### config.mk
export PLATFORM = sky130hd
export DESIGN_NAME = rsa_job_scheduler
export DESIGN_NICKNAME = d
export VERILOG_FILES = /design/src/rtl/rsa_sched_pkg.sv /design/src/rtl/rsa_job_scheduler_rr_pick.sv /design/src/rtl/rsa_job_scheduler.sv
export SDC_FILE = /design/constraint.sdc
export NUM_CORES = 1
export LEC_CHECK = 0
export BUFFER_PORTS_ARGS = -buffer_cell sky130_fd_sc_hd__buf_2
export CAP_MARGIN = 20
export CORE_UTILIZATION = 45
export DETAILED_ROUTE_END_ITERATION = 8
export PLACE_DENSITY = 0.68
export SLEW_MARGIN = 20
export SYNTH_ARGS = -nofsm -noshare
export SYNTH_HDL_FRONTEND = slang
export SYNTH_SLANG_ARGS = --single-unit
### constraint.sdc
create_clock -name clk -period 2.2 [get_ports clk]
set_input_delay 0.11 -clock clk [delete_from_list [all_inputs] [get_ports clk]]
set_output_delay 0.11 -clock clk [all_outputs]
set_load 0.005 [all_outputs]
### src/rtl/rsa_sched_pkg.sv
// -----------------------------------------------------------------------------
// rsa_sched_pkg
// Shared definitions for the rsa_unit job scheduler.
//   state_t   : scheduler FSM states
//   GPIO_IDX  : requester index of the GPIO command decoder
//   SPI_IDX   : requester index of the SPI command decoder
// -----------------------------------------------------------------------------
package rsa_sched_pkg;

    typedef enum logic [2:0] {
        IDLE  = 3'd0,
        EN    = 3'd1,
        CLREL = 3'd2,
        RUN   = 3'd3,
        DONE  = 3'd4,
        ERR   = 3'd5
    } state_t;

    localparam int GPIO_IDX = 0;
    localparam int SPI_IDX  = 1;

endpackage

### src/rtl/rsa_job_scheduler_rr_pick.sv
// -----------------------------------------------------------------------------
// rsa_rr_pick
// Combinational round-robin selector.
//   req    in   NUM_REQ  pending requests
//   ptr    in   PW       index of the most recent winner
//   winner out  NUM_REQ  one-hot winner, searched from ptr+1 upward with wrap
//   valid  out  1        at least one request pending
// -----------------------------------------------------------------------------
module rsa_rr_pick #(
    parameter int NUM_REQ = 2,
    parameter int PW      = $clog2(NUM_REQ)
) (
    input  logic [NUM_REQ-1:0] req,
    input  logic [PW-1:0]      ptr,
    output logic [NUM_REQ-1:0] winner,
    output logic               valid
);

    // Walk the requesters starting just after the last winner; the first
    // pending one wins, so the last winner is always considered last.
    always_comb begin : search
        logic          found;
        logic [PW-1:0] cand;
        winner = '0;
        found  = 1'b0;
        cand   = '0;
        for (int i = 1; i <= NUM_REQ; i++) begin
            cand = PW'((int'(ptr) + i) % NUM_REQ);
            if (!found && req[cand]) begin
                winner[cand] = 1'b1;
                found        = 1'b1;
            end
        end
    end

    assign valid = |req;

endmodule

### src/rtl/rsa_job_scheduler.sv
// -----------------------------------------------------------------------------
// rsa_job_scheduler
// Shares one rsa_unit between NUM_REQ requesters with round-robin arbitration,
// sequences enable / clear-release / run, and reports done or timeout.
//   clk        in   1        clock
//   rst        in   1        asynchronous reset, active-high
//   ena        in   1        global enable; low freezes all state
//   req        in   NUM_REQ  level job request per requester
//   abort      in   NUM_REQ  cancel; honoured only for the granted index
//   grant      out  NUM_REQ  one-hot owner of rsa_unit (registered)
//   done       out  NUM_REQ  1-cycle completion pulse to the owner
//   err        out  NUM_REQ  1-cycle timeout pulse to the owner
//   busy       out  1        scheduler not idle
//   en_rsa     out  1        rsa_unit enable
//   clear_rsa  out  1        0 holds rsa_unit cleared, 1 releases it
//   eoc_rsa    in   1        end of conversion from rsa_unit
// -----------------------------------------------------------------------------
module rsa_job_scheduler
    import rsa_sched_pkg::*;
#(
    parameter int                  NUM_REQ  = 2,
    parameter int                  TO_WIDTH = 16,
    parameter logic [TO_WIDTH-1:0] TO_LIMIT = 16'd4096
) (
    input  logic               clk,
    input  logic               rst,
    input  logic               ena,
    input  logic [NUM_REQ-1:0] req,
    input  logic [NUM_REQ-1:0] abort,
    output logic [NUM_REQ-1:0] grant,
    output logic [NUM_REQ-1:0] done,
    output logic [NUM_REQ-1:0] err,
    output logic               busy,
    output logic               en_rsa,
    output logic               clear_rsa,
    input  logic               eoc_rsa
);

    localparam int                  PW      = $clog2(NUM_REQ);
    localparam logic [TO_WIDTH-1:0] TO_LAST = TO_LIMIT - 1'b1;
    localparam logic                TO_ON   = (TO_LIMIT != '0);

    state_t              state, state_nx;
    logic [NUM_REQ-1:0]  grant_nx;
    logic [PW-1:0]       ptr, ptr_nx;
    logic [TO_WIDTH-1:0] to_cnt, to_cnt_nx;

    logic [NUM_REQ-1:0]  pick_winner;
    logic                pick_valid;
    logic [PW-1:0]       pick_idx;
    logic                owner_abort;

    rsa_rr_pick #(
        .NUM_REQ (NUM_REQ),
        .PW      (PW)
    ) u_pick (
        .req    (req),
        .ptr    (ptr),
        .winner (pick_winner),
        .valid  (pick_valid)
    );

    // Convert the one-hot winner back to an index for the rr pointer.
    always_comb begin
        pick_idx = '0;
        for (int i = 0; i < NUM_REQ; i++) begin
            if (pick_winner[i]) begin
                pick_idx = PW'(i);
            end
        end
    end

    // Abort only counts when it targets the current owner.
    assign owner_abort = |(abort & grant);

    // Next-state logic. Every path back to IDLE also drops grant, so a
    // job always ends with at least one idle cycle before the next grant.
    // In RUN a completed conversion beats abort, which beats timeout.
    always_comb begin
        state_nx  = state;
        grant_nx  = grant;
        ptr_nx    = ptr;
        to_cnt_nx = to_cnt;
        unique case (state)
            IDLE: begin
                if (pick_valid) begin
                    grant_nx = pick_winner;
                    ptr_nx   = pick_idx;
                    state_nx = EN;
                end
            end
            EN: begin
                if (owner_abort) begin
                    state_nx = IDLE;
                    grant_nx = '0;
                end else begin
                    state_nx = CLREL;
                end
            end
            CLREL: begin
                if (owner_abort) begin
                    state_nx = IDLE;
                    grant_nx = '0;
                end else begin
                    state_nx  = RUN;
                    to_cnt_nx = '0;
                end
            end
            RUN: begin
                if (eoc_rsa) begin
                    state_nx = DONE;
                end else if (owner_abort) begin
                    state_nx = IDLE;
                    grant_nx = '0;
                end else if (TO_ON && to_cnt == TO_LAST) begin
                    state_nx = ERR;
                end else if (TO_ON && to_cnt != '1) begin
                    to_cnt_nx = to_cnt + 1'b1;
                end
            end
            DONE, ERR: begin
                state_nx = IDLE;
                grant_nx = '0;
            end
            default: begin
                state_nx = IDLE;
                grant_nx = '0;
            end
        endcase
    end

    // State registers; ena low holds everything, including the counter.
    always_ff @(posedge clk or posedge rst) begin
        if (rst) begin
            state  <= IDLE;
            grant  <= '0;
            ptr    <= PW'(NUM_REQ - 1);
            to_cnt <= '0;
        end else if (ena) begin
            state  <= state_nx;
            grant  <= grant_nx;
            ptr    <= ptr_nx;
            to_cnt <= to_cnt_nx;
        end
    end

    // Outputs are pure decodes of registered state so they hold while frozen.
    assign busy      = (state != IDLE);
    assign en_rsa    = (state == EN) || (state == CLREL) || (state == RUN) || (state == DONE);
    assign clear_rsa = (state == CLREL) || (state == RUN) || (state == DONE);
    assign done      = (state == DONE) ? grant : '0;
    assign err       = (state == ERR)  ? grant : '0;

endmodule

Word-level counts from Yosys, hierarchy flattened
Cells that the tools add are included.
{"block": "totals", "regBits": 22, "latch_bits": 0, "memories": 0, "elab_cells": 77, "ramBits": 0, "inputBits": 8, "output_inout_bits": 9, "rom_bits": 0}
{"block": "op_classes", "bitwise_logic": 2, "eq_ne": 14, "add_sub_neg": 3, "n_reduce_logical": 19, "multipliers": 0, "n_div": 0, "n_mux": 31, "order_cmp": 4, "shifts": 0}
{"cell": "2-to-1 mux 16 bit", "count": 5}
{"cell": "case mux 16 bit (2 select lines)", "count": 1}
{"cell": "2-to-1 mux 2 bit", "count": 9}
{"cell": "adder 16 x 1 -> 16 bit (second input constant)", "count": 1}
{"cell": "== test 16 x 12 -> 1 bit (second input constant)", "count": 1}
{"cell": "inequality test 16 bit (second input constant)", "count": 1}
{"cell": "2-to-1 mux 3 bit", "count": 4}
{"cell": "inequality test 2 bit (second input constant)", "count": 6}
{"cell": "case mux 3 bit (4 select lines)", "count": 1}
{"cell": "AND reduction 3 bit", "count": 3}
{"cell": "2-to-1 mux 1 bit", "count": 8}
{"cell": "AND reduction 7 bit", "count": 1}
{"cell": "== test 3 x 2 -> 1 bit (second input constant)", "count": 2}
{"cell": "== test 3 bit (second input constant)", "count": 2}
{"cell": "case mux 2 bit (3 select lines)", "count": 1}
{"cell": "OR reduction 2 bit", "count": 3}
{"cell": "logical OR 1 bit", "count": 5}
{"cell": "< comparator 1 x 2 -> 1 bit (second input constant)", "count": 2}
{"cell": "inequality test 4 bit (second input constant)", "count": 1}
{"cell": "== test 3 x 1 -> 1 bit (second input constant)", "count": 1}
{"cell": "logical AND 1 bit", "count": 3}
{"cell": "zero test 3 bit", "count": 1}
{"cell": "nonzero test 3 bit", "count": 1}
{"cell": "adder 1 bit (second input constant)", "count": 2}
{"cell": "6 further kinds", "count": 8}

Logic depth before layout (Yosys ltp)
Gate-level depths: netlist of the first run.
{"block": "logic_depth", "depth_word": 10, "mapped_depth": 8, "mapped_depth_nobuf": 6}

Cells and area by module
From an unflattened synthesis of the first run, not the netlist that was laid out.
{"block": "hier_totals", "hier_cells": 160, "area_unflattened_um2": 1529.0}
{"mod": "rsa_job_scheduler", "n_inst": 1, "area_per_inst_um2": 1503.9, "seq_area_each_um2": 551.8, "cells_per_inst": 156}
{"mod": "rsa_rr_pick", "n_inst": 1, "area_per_inst_um2": 25.0, "seq_area_each_um2": 0.0, "cells_per_inst": 4}

Least setup slack after synthesis of the first run
OpenSTA, ideal clock, no wires.
{"block": "synth_path", "path_kind": "reg2reg", "startpoint": "register to_cnt[0]", "endpoint": "register to_cnt[6]", "setup_ns": 0.110, "path_stages_with_launch": 7, "t_required_ns": 2.090, "arrival_ns": 1.534, "setup_slack_ns": 0.556, "n_path_buf": 1, "cell_sequence": "dfrtp_1 > ha_1 > and3_1 > nand4_1 > o211ai_1 > buf_2 > o41ai_1"}
{"block": "synth_between", "elab_chain_len": 6}
{"element": "start, declared", "line_no": "rsa_job_scheduler.sv:46", "source": "logic [TO_WIDTH-1:0] to_cnt, to_cnt_nx;"}
{"element": "start signal, assigned", "line_no": "rsa_job_scheduler.sv:143", "source": "to_cnt <= to_cnt_nx;"}
{"element": "adder 16 x 1 -> 16 bit", "line_no": "rsa_job_scheduler.sv:118", "source": "to_cnt_nx = to_cnt + 1'b1;"}
{"element": "2-to-1 mux 16 bit", "line_no": "rsa_job_scheduler.sv:117", "source": "end else if (TO_ON && to_cnt != '1) begin"}
{"element": "2-to-1 mux 16 bit", "line_no": "rsa_job_scheduler.sv:115", "source": "end else if (TO_ON && to_cnt == TO_LAST) begin"}
{"element": "2-to-1 mux 16 bit", "line_no": "rsa_job_scheduler.sv:112", "source": "end else if (owner_abort) begin"}
{"element": "2-to-1 mux 16 bit", "line_no": "rsa_job_scheduler.sv:110", "source": "if (eoc_rsa) begin"}
{"element": "case mux 16 bit (2 select lines)", "line_no": "rsa_job_scheduler.sv:84", "source": "unique case (state)"}
Parallel ways exist; a longest one is shown, timed or not. The select of a mux whose other input is x is not followed.
A chain may end at the register's enable or synchronous reset.

Final worst setup path of the first run
{"block": "layout_path", "startpoint": "register to_cnt[0]", "endpoint": "register to_cnt[11]"}
Same word-level chain as after synthesis.

==> results of run 1 <==
-- area by class of cell --
class,count,share of cell area [%]
Timing Repair Buffer,22,7.93
Tap cell,44,3.35
Multi-Input combinational cell,129,51.3
Sequential cell,22,33.6
Clock buffer,4,2.21
Inverter,7,1.60
-- report_power, final --
part / leakage [uW] / internal (uW) / switching, uW
sequential: 0.000298 / 469 / 106
combinational: 0.000388 / 215 / 280
clock: 0.0000210 / 101 / 131
total: 0.000707 / 785 / 517
-- routing by layer --
metal | wire length, um | global-route usage [%]
met5 | 0 | 0
met4 | 18 | 4.65
met2 | 1540 | 31.9
met1 | 1630 | 30.8
met3 | 170 | 4.98
-- worst max-delay path, cell delays in order (launching register included) --
cell and delay [ps]:
dfrtp_1 400, ha_1 230, and3_1 300, nand4_1 200, o2111ai_4 480, o21ai_0 170, o31ai_1 100
-- placed cells by master (no fill, tap or decap), types with 2 or more instances in the layout --
cell type	synthesis	routed
and4_1	2	2
o21ai_1	10	10
o21ai_0	14	14
a21oi_1	7	7
clkbuf_4	0	3
o41ai_1	2	2
nand2_1	9	9
dfrtp_1	21	21
buf_4	2	4
o31ai_1	12	12
and2_2	2	2
a31oi_1	9	9
nor3_1	2	2
nand4_1	5	5
dlygate4sd3_1	0	2
buf_2	6	16
inv_1	7	7
a41oi_1	3	3
nand3_1	9	9
and3_1	2	2
nor2_1	12	12
nand2b_1	2	2
-- cell families after synthesis --
kind of cell | count (synthesis)
AND/OR/NAND/NOR | 58
XOR/XNOR | 1
AO/OA/AOI/OAI | 67
buffers and inverters | 19
multiplexers | 2
adder cells (fa/ha/maj) | 1
flip-flops | 22
-- through the flow --
| step | worst slack (ps) | instance area (um^2) |
|---|---|---|
| 6_report | 217 | 1640 |
| 5_1_grt | 57.5 | 1640 |
| 4_1_cts | 232 | 1640 |
| 3_5_place_dp | 264 | 1590 |
| 3_3_place_gp | 296 | 1590 |
| 2_1_floorplan | 556 | 1510 |
-- timing repair --
item                                    4_1_cts  5_1_grt
endpoints found under the setup margin        0        0
endpoints found under the hold margin        22        0
hold buffers                                  2        0
-- path summary, 6_finish.rpt --
path                                        start                     end  slack (ps)  cells after the start
max                         to_cnt[0]$_DFFE_PP0P_  to_cnt[11]$_DFFE_PP0P_         220                      6
min                                       eoc_rsa    state[1]$_DFFE_PP0P_         100                      4
max reg2reg                 to_cnt[0]$_DFFE_PP0P_  to_cnt[11]$_DFFE_PP0P_         220                      6
min reg2reg                to_cnt[11]$_DFFE_PP0P_  to_cnt[11]$_DFFE_PP0P_         500                      1
max in group asynchronous                     rst   to_cnt[7]$_DFFE_PP0P_        1190                      3
min in group asynchronous                     rst  to_cnt[14]$_DFFE_PP0P_         480                      3
-- state kept, by name, indices dropped and copies added, names as in the netlist --
register,flops
to_cnt,16
ptr,1
state,3
grant,2
==> results.toml, run 1 <==
[cts]
root_buffer = "clkbuf_4"
post_cts_buffers = 0
numCtsBuffers = 3
clk_latency_ps = 310
cts_tree = "yes"
cts_buffer_depth = 2
htreeDepth = 1
clkTransAtPathRegs_ps = 130
clock_sinks = 22
cts_resized = 0

[timing]
fin_skew_ps = 8.84
hold_violations = 0
drv_slew = 0
rsz0062_at_grt = "false"
fmax_ghz = 0.504
min_period_ps = 1980
tightest_slew_ps = 842
slew_headroom_pct = 43.8
period_share_pct = 90.1
tns_ps = 0
whs_ps = 102
finalSetupViolCount = 0

[synth]
synth_top_family_by_area = "compound AO/OA/AOI/OAI gates"
synth_compound_area_share_pct = 29.6
syn_area_um2 = 1510
synth-xor-area-share_pct = 0.580
yosys-mux-area-fraction_pct = 1.41
synth_top_area_cell = "dfrtp_1"
synth_nets = 179
synth-seq-cells = 22
synthSimpleGateAreaFrac_pct = 23.4
synthAdderAreaFrac_pct = 0.829
synth_common_cells = "dfrtp_1, o21ai_0, nor2_1, o31ai_1, o21ai_1"
synthCells = 170
yosysSeqAreaShare_pct = 36.5
synthDistinctLibCells = 49
yosys-top-cells-area = "dfrtp_1, o31ai_1, o21ai_0, a31oi_1, o21ai_1"
asyncSetResetFlopFracSynth_pct = 100
synth_edf_count = 0
synth-main-ff-cell = "dfrtp_1"
yosysWarningCount = 0
post_synth.cell_area_avg_um2 = 8.88
synth_most_common_cell = "dfrtp_1"
synth_top_area_share_pct = 34.8

[cells_and_area]
num-fill-cells = 297
regArea_um2 = 552
drive_above_1_share_pct = 20.7
syn_to_final_growth_pct = 8.70
multi_input_area_um2 = 842
fin_util_pct = 52.5
antennaDiodeCount = 0
final_cells = 228
final_nets = 194

[drt]
firstDrtPassIters = 4
viasPerCell = 6.18
ant_nets = 0
routed_wl_mm = 3.36
wire_per_inst_um = 14.8
dr.first_iter.drc_count = 66
num_vias = 1409
drc = 0

[setup_path]
critical_path_required_ps = 2410
crit_path_end_kind = "flip-flop"
path_max_fanout = 17
worst-setup-path-type = "flip-flop to flip-flop"
critPathLaunchType = "flip-flop"
crit_arrival_ps = 2200

[power]
ir_drop_mv = 0.487
p_leak_uw = 0.000707
total_power_uw = 1300
power_density_nw_per_um2 = 793

[die]
die_y_um = 59.9
dieWidth_um = 59.9
die_area_um2 = 3590
io_pins = 17
core_region_area_um2 = 3130
row_count = 20
initial_core_util_pct = 48.3

[place]
routabilityCongestion = 0.824
place_hpwl_mm = 2.43
port_buffers = 16
dp.cells = 222

[min_path]
worst_hold_path_type = "input port to flip-flop"

[global_routing]
grt_max_degree = 23
antenna_found_initial = 0
grt_pass1_wl_mm = 5.82
grt_use_total_pct = 21.2
grt_pass1_vias = 1253
overflow = 0

[run_status]
status = "completed"

[flow_run]
max-cap-violations = 0
Note: power is estimated with default switching activity, not from simulation.
==> run 2: changes to the inputs <==
Settings changed: CORE_ASPECT_RATIO set to 2, MAX_ROUTING_LAYER set to met4.
==> run 2 against run 1 <==
Compared with the run above: flip-flop and latch count stayed put; cell count is 5.7% lower; global-route usage is 3.5 points higher; sequential share of layout area stayed put; first-iteration DRC count is 21% lower; fmax is 2.7% higher; core utilization is 1.1 points lower; non-clock buffer count stayed put; largest cell class unchanged; highest routed layer unchanged.
==> results.toml, run 2 (same netlist as run 1, synthesis figures left out) <==
[cells_and_area]
largest_reg_flops = 16
mostFrequentLayoutCell = "dfrtp_1"
top_register = "to_cnt"
largestRegisters = "to_cnt x16, state x3, grant x2"
multi_input_area_um2 = 842
final_cell_area_um2 = 1640
num-fill-cells = 314
drive_above_1_share_pct = 21.2
antennaDiodeCount = 0
final_nets = 194
layout_common_cells = "dfrtp_1, buf_2, o21ai_0, nor2_1, o31ai_1"
regArea_um2 = 552
syn_to_final_growth_pct = 8.70

[cts]
clkTransAtPathRegs_ps = 80
clk_latency_ps = 270
cts_buffer_depth = 2
numCtsBuffers = 3
cts_resized = 0
cts_tree = "yes"
root_buffer = "clkbuf_8"
htreeDepth = 1
clock_sinks = 22

[die]
io_pins = 17
core_region_area_um2 = 3190
dieWidth_um = 43.0
die_y_um = 83.9
initial_core_util_pct = 47.3
die_area_um2 = 3610
row_count = 29

[timing]
hold_violations = 0
tns_ps = 0
rsz0062_at_grt = "false"
slew_headroom_pct = 42.4
setup_ws_ps = 269
tightest_slew_ps = 863
drv_slew = 0
finalSetupViolCount = 0
fmax_ghz = 0.518
period_share_pct = 87.8
min_period_ps = 1930
fin_skew_ps = 7.70

[drt]
firstDrtPassIters = 4
drc = 0
wire_per_inst_um = 18.5
num_vias = 1459
viasPerCell = 6.79
dr.first_iter.drc_count = 52
routed_wl_mm = 3.98
ant_nets = 0

[place]
routabilityCongestion = 0.875
dpl-instance-area_um2 = 1580
place_hpwl_mm = 2.94
port_buffers = 16
place_ws_ps = 182

[global_routing]
antenna_found_initial = 0
overflow = 0
grt_pass1_wl_mm = 6.80
grt_max_degree = 23
grt_use_total_pct = 24.8
grt_pass1_vias = 1428

[setup_path]
rrSetupSlack_ps = 270
worst-setup-path-type = "flip-flop to flip-flop"
worstPathCellList = "ha_1 -> and3_1 -> nand4_1 -> o211ai_1 -> buf_4 -> o31ai_1"
crit_path_end_kind = "flip-flop"
critical_path_required_ps = 2350
path_max_fanout = 10
crit_arrival_ps = 2080
critPathLaunchType = "flip-flop"
slowest_delay_ps = 410
cp_slowest_cell = "dfrtp_1"
critPathBufInv = 1
crit_family = "simple AND/OR/NAND/NOR gates"

[flow_run]
max-cap-violations = 0

[run_status]
status = "completed"

[power]
total_power_uw = 1370
power_density_nw_per_um2 = 832
ir_drop_mv = 0.569
p_leak_uw = 0.000716

[min_path]
worst_hold_path_type = "input port to asynchronous set/reset pin"
-- run 2: layout make-up --
| class | instances | share of cell area, % |
|---|---|---|
| Multi-Input combinational cell | 129 | 51.3 |
| Clock buffer | 4 | 2.74 |
| Sequential cell | 22 | 33.6 |
| Tap cell | 31 | 2.36 |
| Timing Repair Buffer | 22 | 8.38 |
| Inverter | 7 | 1.60 |
-- run 2: worst reg2reg max path, delay by kind of cell (launching register included) --
| kind | cells | cell delay, ps |
|---|---|---|
| and+or+nand+nor | 2 | 530 |
| adders and majority gates | 1 | 240 |
| buffers and inverters | 1 | 230 |
| AOI/OAI and AO/OA | 2 | 400 |
| DFF | 1 | 410 |
-- run 2: final timing paths --
kind | startpoint | cells past startpoint | endpoint
worst min-delay path | rst | 2 | state[0]$_DFFE_PP0P_
worst min register to register | to_cnt[11]$_DFFE_PP0P_ | 1 | to_cnt[11]$_DFFE_PP0P_
worst max register to register | to_cnt[0]$_DFFE_PP0P_ | 6 | to_cnt[12]$_DFFE_PP0P_
min in group clk | req[0] | 2 | ptr$_DFFE_PP1P_
max in group asynchronous | rst | 2 | to_cnt[9]$_DFFE_PP0P_
worst max-delay path | to_cnt[0]$_DFFE_PP0P_ | 6 | to_cnt[12]$_DFFE_PP0P_
-- run 2: timing repair --
action / CTS / global route
hold endpoints to repair: 0 / 0
hold buffers: 0 / 0
setup endpoints to repair: 0 / 4
setup buffers: 0 / 1
-- run 2: where the power goes --
| part | switching [uW] | leakage, uW | total, uW | internal [uW] |
|---|---|---|---|---|
| sequential | 115 | 0.000298 | 584 | 469 |
| combinational | 289 | 0.000396 | 517 | 228 |
| clock | 135 | 0.0000228 | 265 | 129 |
| total | 539 | 0.000716 | 1370 | 826 |
-- run 2: through the flow --
stage	hold WS, ps	utilization [%]	std cells
3_3_place_gp	317	49.4	210
2_1_floorplan	98.5	-	170
3_5_place_dp	328	49.4	210
6_report	4.81	51.4	215
4_1_cts	45.7	50.8	214
5_1_grt	54.5	51.4	215
-- run 2: per-layer routing --
| layer | global-route usage, % | part of all wire [%] | vias to the layer above |
|---|---|---|---|
| li1 | - | - | 676 |
| met1 | 27.7 | 37 | 710 |
| met2 | 43.4 | 55 | 60 |
| met3 | 1.73 | 3.7 | 13 |
| met4 | 11.0 | 3.9 | 0 |
| met5 | - | 0 | - |
